===== src/rtl/sparse_mac_array.sv =====
// Sparse MAC array: LANES zero-gated signed multipliers -> adder tree -> group accumulator.
// Result 3 cycles after a group's last beat; a held result (out_valid && !out_ready) freezes every stage.
module sparse_mac_array #(
  parameter int DATA_WID = 16,
  parameter int LANES    = 4,
  parameter int ACC_WID  = 48,
  parameter int CNT_WID  = 16
) (
  input  logic                      clock,
  input  logic                      rst,
  input  logic                      in_valid,
  output logic                      in_ready,
  input  logic [LANES*DATA_WID-1:0] weight,
  input  logic [LANES*DATA_WID-1:0] pixel,
  input  logic [LANES-1:0]          wgt_state,
  input  logic [LANES-1:0]          ifm_state,
  input  logic                      in_last,
  output logic                      out_valid,
  input  logic                      out_ready,
  output logic [ACC_WID-1:0]        psum_out,
  output logic [CNT_WID-1:0]        active_cnt
);
  localparam int PROD_WID = 2 * DATA_WID;
  localparam int SUM_WID  = PROD_WID + $clog2(LANES);
  localparam int POP_WID  = $clog2(LANES + 1);
  localparam int CSUM_WID = ((CNT_WID > POP_WID) ? CNT_WID : POP_WID) + 1;

  logic stall, accept;

  logic [LANES-1:0][DATA_WID-1:0] w_d, w_q, p_d, p_q;
  logic [LANES-1:0]               gate_d, gate_q;
  logic                           s1_vld_d, s1_vld_q, s1_last_d, s1_last_q;

  logic [LANES-1:0][PROD_WID-1:0] prod;
  logic signed [SUM_WID-1:0]      tree_sum, s2_sum_d, s2_sum_q;
  logic [POP_WID-1:0]             pop, s2_pop_d, s2_pop_q;
  logic                           s2_vld_d, s2_vld_q, s2_last_d, s2_last_q;

  logic [ACC_WID-1:0]             acc_d, acc_q, acc_next, psum_d, psum_q;
  logic [CSUM_WID-1:0]            cnt_sum;
  logic [CNT_WID-1:0]             cnt_d, cnt_q, cnt_next, act_d, act_q;
  logic                           out_vld_d, out_vld_q;

  assign stall      = out_vld_q && !out_ready;
  assign in_ready   = !stall && !rst;
  assign accept     = in_valid && in_ready;
  assign out_valid  = out_vld_q;
  assign psum_out   = psum_q;
  assign active_cnt = act_q;

  // Gated-off lanes keep their old operands so the multiplier inputs do not toggle.
  always_comb begin
    w_d       = w_q;
    p_d       = p_q;
    gate_d    = gate_q;
    s1_vld_d  = s1_vld_q;
    s1_last_d = s1_last_q;
    if (!stall) begin
      s1_vld_d = accept;
      if (accept) begin
        gate_d    = wgt_state & ifm_state;
        s1_last_d = in_last;
        for (int i = 0; i < LANES; i++) begin
          if (gate_d[i]) begin
            w_d[i] = weight[i*DATA_WID +: DATA_WID];
            p_d[i] = pixel[i*DATA_WID +: DATA_WID];
          end
        end
      end
    end
  end

  always_comb begin
    prod     = '0;
    tree_sum = '0;
    pop      = '0;
    for (int i = 0; i < LANES; i++) begin
      if (gate_q[i]) prod[i] = PROD_WID'($signed(w_q[i])) * PROD_WID'($signed(p_q[i]));
      tree_sum = tree_sum + SUM_WID'($signed(prod[i]));
      pop      = pop + POP_WID'(gate_q[i]);
    end
  end

  always_comb begin
    s2_sum_d  = s2_sum_q;
    s2_pop_d  = s2_pop_q;
    s2_vld_d  = s2_vld_q;
    s2_last_d = s2_last_q;
    if (!stall) begin
      s2_vld_d = s1_vld_q;
      if (s1_vld_q) begin
        s2_sum_d  = tree_sum;
        s2_pop_d  = pop;
        s2_last_d = s1_last_q;
      end
    end
  end

  always_comb begin
    acc_next  = acc_q + ACC_WID'(s2_sum_q);
    cnt_sum   = CSUM_WID'(cnt_q) + CSUM_WID'(s2_pop_q);
    cnt_next  = (|cnt_sum[CSUM_WID-1:CNT_WID]) ? '1 : cnt_sum[CNT_WID-1:0];
    acc_d     = acc_q;
    cnt_d     = cnt_q;
    psum_d    = psum_q;
    act_d     = act_q;
    out_vld_d = out_vld_q;
    if (!stall) begin
      out_vld_d = 1'b0;
      if (s2_vld_q) begin
        if (s2_last_q) begin
          psum_d    = acc_next;
          act_d     = cnt_next;
          out_vld_d = 1'b1;
          acc_d     = '0;
          cnt_d     = '0;
        end else begin
          acc_d = acc_next;
          cnt_d = cnt_next;
        end
      end
    end
  end

  always_ff @(posedge clock) begin
    if (rst) begin
      w_q       <= '0;
      p_q       <= '0;
      gate_q    <= '0;
      s1_vld_q  <= 1'b0;
      s1_last_q <= 1'b0;
      s2_sum_q  <= '0;
      s2_pop_q  <= '0;
      s2_vld_q  <= 1'b0;
      s2_last_q <= 1'b0;
      acc_q     <= '0;
      cnt_q     <= '0;
      psum_q    <= '0;
      act_q     <= '0;
      out_vld_q <= 1'b0;
    end else begin
      w_q       <= w_d;
      p_q       <= p_d;
      gate_q    <= gate_d;
      s1_vld_q  <= s1_vld_d;
      s1_last_q <= s1_last_d;
      s2_sum_q  <= s2_sum_d;
      s2_pop_q  <= s2_pop_d;
      s2_vld_q  <= s2_vld_d;
      s2_last_q <= s2_last_d;
      acc_q     <= acc_d;
      cnt_q     <= cnt_d;
      psum_q    <= psum_d;
      act_q     <= act_d;
      out_vld_q <= out_vld_d;
    end
  end
endmodule

===== config.mk =====
export PLATFORM = sky130hd
export DESIGN_NAME = sparse_mac_array
export DESIGN_NICKNAME = d
export VERILOG_FILES = /design/src/rtl/sparse_mac_array.sv
export SDC_FILE = /design/constraint.sdc
export NUM_CORES = 2
export LEC_CHECK = 0
export CAP_MARGIN = 40
export CORE_ASPECT_RATIO = 1.4
export CORE_MARGIN = 2
export CORE_UTILIZATION = 55
export DETAILED_ROUTE_END_ITERATION = 8
export GPL_ROUTABILITY_DRIVEN = 0
export HOLD_SLACK_MARGIN = 0.15
export PLACE_DENSITY = 0.84
export SETUP_SLACK_MARGIN = 0.05
export SYNTH_ARGS = -nofsm -noshare
export SYNTH_HDL_FRONTEND = slang
export SYNTH_SLANG_ARGS = --single-unit

===== constraint.sdc =====
create_clock -name clock -period 9.2 [get_ports clock]
set_input_delay 0.92 -clock clock [delete_from_list [all_inputs] [get_ports clock]]
set_output_delay 0.92 -clock clock [all_outputs]
set_load 0.02 [all_outputs]

==> flow_metrics.env <==
export IMPL_end_kind="flip-flop"
export IMPL_htreeDepth=2
export IMPL_grt_pass1_wl_um=256000
export IMPL_ys_ff_latch=302
export IMPL_ir_drop_v=0.000138
export IMPL_r2r_end="s2_sum_q[32]$_SDFFE_PP0P_"
export IMPL_ys_warnings_count=0
export IMPL_powerDensity_nw_per_um2=54.0
export IMPL_nets=8362
export IMPL_synthCells=6578
export IMPL_hold_path_class="flip-flop to flip-flop"
export IMPL_final_area_um2=62200
export IMPL_fp_dieH_um=384
export IMPL_critPathBufInv=7
export IMPL_clk_pin_slew_ns=0.07
export IMPL_hold_end="psum_out[17]$_SDFFE_PP0P_"
export IMPL_drive_gt1_share_pct=5.90
export IMPL_min_from="psum_out[17]$_SDFFE_PP0P_"
export IMPL_crit_required_ns=9.71
export IMPL_internal_power_mw=2.34
export IMPL_vias=46479
export IMPL_portBuffers=206
export IMPL_ant_nets=0
export IMPL_clock_tree_buffer_depth=3
export IMPL_placed_cells=7977
export IMPL_rsz0062_at_grt="true"
export IMPL_async_flop_share_pct=0
export IMPL_die_w_um=275
export IMPL_critPathMaxStageDelay_ns=0.56
export IMPL_outcome="finished clean"
export IMPL_arrival_ns=9.48
export IMPL_power_frac_clock_pct=48.4
export IMPL_grt_start_max_net_pins=75
export IMPL_antenna_found_initial=6
export IMPL_ys_types=97
export IMPL_wl_um=159000
export IMPL_drtIter0Drc=4035
export IMPL_post_dp_hpwl_um=128000
export IMPL_p_sw_mw=1.02
export IMPL_avgSynthCellArea_um2=8.61
export IMPL_synthFlopType="dfxtp_1"
export IMPL_r2r_cells=34
export IMPL_row_count=139
export IMPL_area_delta_synth_final_pct=9.84
export IMPL_fmax_mhz=112
export IMPL_maxSlewViolCount=0
export IMPL_seq_power_share_pct=40.7
export IMPL_synth_nets=8248
export IMPL_combPwrFrac_pct=11.0
export IMPL_synth_edf_count=0
export IMPL_r2r_slack_ns=0.23
export IMPL_maxCapViolCount=0
export IMPL_netlist_area_um2=56600
export IMPL_place_area_um2=60400
export IMPL_io_pins=207
export IMPL_worstSetupStartpointType="flip-flop"
export IMPL_fin_crit_sh_pct=97.5
export IMPL_setup_viol=0
export IMPL_worstSetupPathType="flip-flop to flip-flop"
export IMPL_p_sw_share_pct=30.4
export IMPL_grt_use_total_pct=30.9
export IMPL_drc=0
export IMPL_cts_tree="yes"
export IMPL_fin_skew_ns=0.0419
export IMPL_critPathSlowestCell="fa_1"
export IMPL_cts_root_buf="clkbuf_16"
export IMPL_grt_overflow=0
export IMPL_worstMarginPinSlew_ns=0.920
export IMPL_die_area_um2=106000
export IMPL_dr_pass1_iters=8
export IMPL_min_period_ns=8.97
export IMPL_clk_latency_ns=0.65
export IMPL_cts_sinks=302
export IMPL_cp_max_fo=9
export IMPL_crit_cells=34
export IMPL_initial_core_util_pct=55.4
export IMPL_finalHoldViolations=0
export IMPL_leakagePower_nw=29.4
export IMPL_maxSlewHeadroom_pct=38.6
export IMPL_routedWlPerCell_um=19.8
export IMPL_cts_hold_buf=0
export IMPL_layout_cells_non_filler=8061
export IMPL_final_common_cell="inv_1"
export IMPL_path_delay_family="adder cells"
export IMPL_core_um2=102000
export IMPL_grt_pass1_vias=49760
export IMPL_path_common_cell="fa_1"
export IMPL_worstReg2RegStart="w_q[21]$_SDFFE_PP0P_"
export IMPL_ys_seq_area_share_pct=10.7
export IMPL_hold_depth=2
export IMPL_cts_buffers_inserted=38
export IMPL_final_cell_mix="inv_1, fa_1, nand2_1"
export IMPL_viasPerCell=5.77
[power groups by stage]
stage / combinational (mW) / sequential (mW) / clock, mW
after floorplan: 0.208 / 1.37 / 0
after global placement: 0.346 / 1.39 / 0
after detailed placement: 0.357 / 1.39 / 0
after CTS: 0.361 / 1.37 / 1.64
after global routing: 0.399 / 1.37 / 1.68
final: 0.368 / 1.37 / 1.63
[worst min-delay path, delay by kind of cell, from the launching register on]
kind | cells | cell delay, ns
flip-flops | 1 | 0.30
AO/OA/AOI/OAI | 1 | 0.05
AND/OR/NAND/NOR | 1 | 0.05
[metal layers]
layer	track usage, %	vias up	part of all wire, %
met5	0	-	0
met4	22.7	0	8.4
met3	4.28	823	6.8
met2	53.7	2252	51
met1	34.3	22988	34
li1	-	20416	-
[worst max path at each step]
stage,start,endpoint
2_1_floorplan,w_q[47]$_SDFFE_PP0P_,s2_sum_q[32]$_SDFFE_PP0P_
3_3_place_gp,w_q[39]$_SDFFE_PP0P_,s2_sum_q[32]$_SDFFE_PP0P_
3_5_place_dp,p_q[19]$_SDFFE_PP0P_,s2_sum_q[32]$_SDFFE_PP0P_
4_1_cts,p_q[34]$_SDFFE_PP0P_,s2_sum_q[32]$_SDFFE_PP0P_
5_1_grt,p_q[33]$_SDFFE_PP0P_,s2_sum_q[32]$_SDFFE_PP0P_
6_report,w_q[21]$_SDFFE_PP0P_,s2_sum_q[32]$_SDFFE_PP0P_
[cell usage after synthesis, types with 60 or more instances]
| cell type | instances | area, µm² |
|---|---|---|
| inv_1 | 1300 | 4880 |
| fa_1 | 1116 | 22300 |
| nand2_1 | 1039 | 3900 |
| and2_1 | 469 | 2930 |
| ha_1 | 413 | 5170 |
| a21oi_1 | 373 | 1870 |
| dfxtp_1 | 302 | 6050 |
| clkbuf_1 | 277 | 1040 |
| nor2_1 | 189 | 709 |
| o21ai_0 | 119 | 596 |
| xnor2_1 | 111 | 972 |
| nand3_1 | 84 | 420 |
| a21o_1 | 75 | 563 |
| nor3_1 | 74 | 370 |
| nand2b_1 | 67 | 419 |
| xor2_1 | 60 | 526 |
[kinds of logic (layout without fill, tap and decap cells)]
family	after synthesis	after routing	share of synthesized area, %
other cells	0	5	0
simple gates	2113	2113	17.7
buf+inv	1589	1728	10.6
fa+ha+maj	1529	1529	48.6
xor+xnor	172	172	2.69
mux	16	16	0.292
compound gates	857	857	9.51
flops	302	302	10.7
[through the flow]
stage / setup slack, ns / hold WS, ns / TNS [ns] / total power [mW] / utilization (%)
after floorplan: 0.569 / 0.429 / 0 / 1.57 / -
after global placement: 0.283 / 0.439 / 0 / 1.74 / 59.0
after detailed placement: 0.0249 / 0.448 / 0 / 1.75 / 59.1
after CTS: 0.0508 / 0.456 / 0 / 3.37 / 60.3
after global routing: -0.0604 / 0.472 / -0.144 / 3.44 / 60.8
final: 0.231 / 0.453 / 0 / 3.36 / 60.8
[sequential cells by signal, indices dropped and copies added (netlist names)]
register / cells
s2_vld_q: 1
p_q: 64
active_cnt: 16
s1_last_q: 1
s2_sum_q: 34
w_q: 64
s2_last_q: 1
acc_q: 48
psum_out: 48
out_valid: 1
s2_pop_q: 3
gate_q: 4
cnt_q: 16
s1_vld_q: 1
[timing repair]
item                                    in CTS  in global routing
pin swaps                                    0                 23
buffers inserted                             0                 14
resized for setup                           10                148
hold endpoints to repair                     0                  0
endpoints found under the setup margin       1                 16
[layout make-up]
class | count | area [µm²]
well taps | 1339 | 1680
inverters | 1301 | 4890
multi-input cells | 4687 | 44900
diodes | 5 | 12.5
clock buffers | 46 | 1010
fillers | 8191 | 40100
flip-flops and latches | 302 | 6170
repair buffers | 362 | 3310
clock inverters | 19 | 262
(Power assumes the default switching activity.)
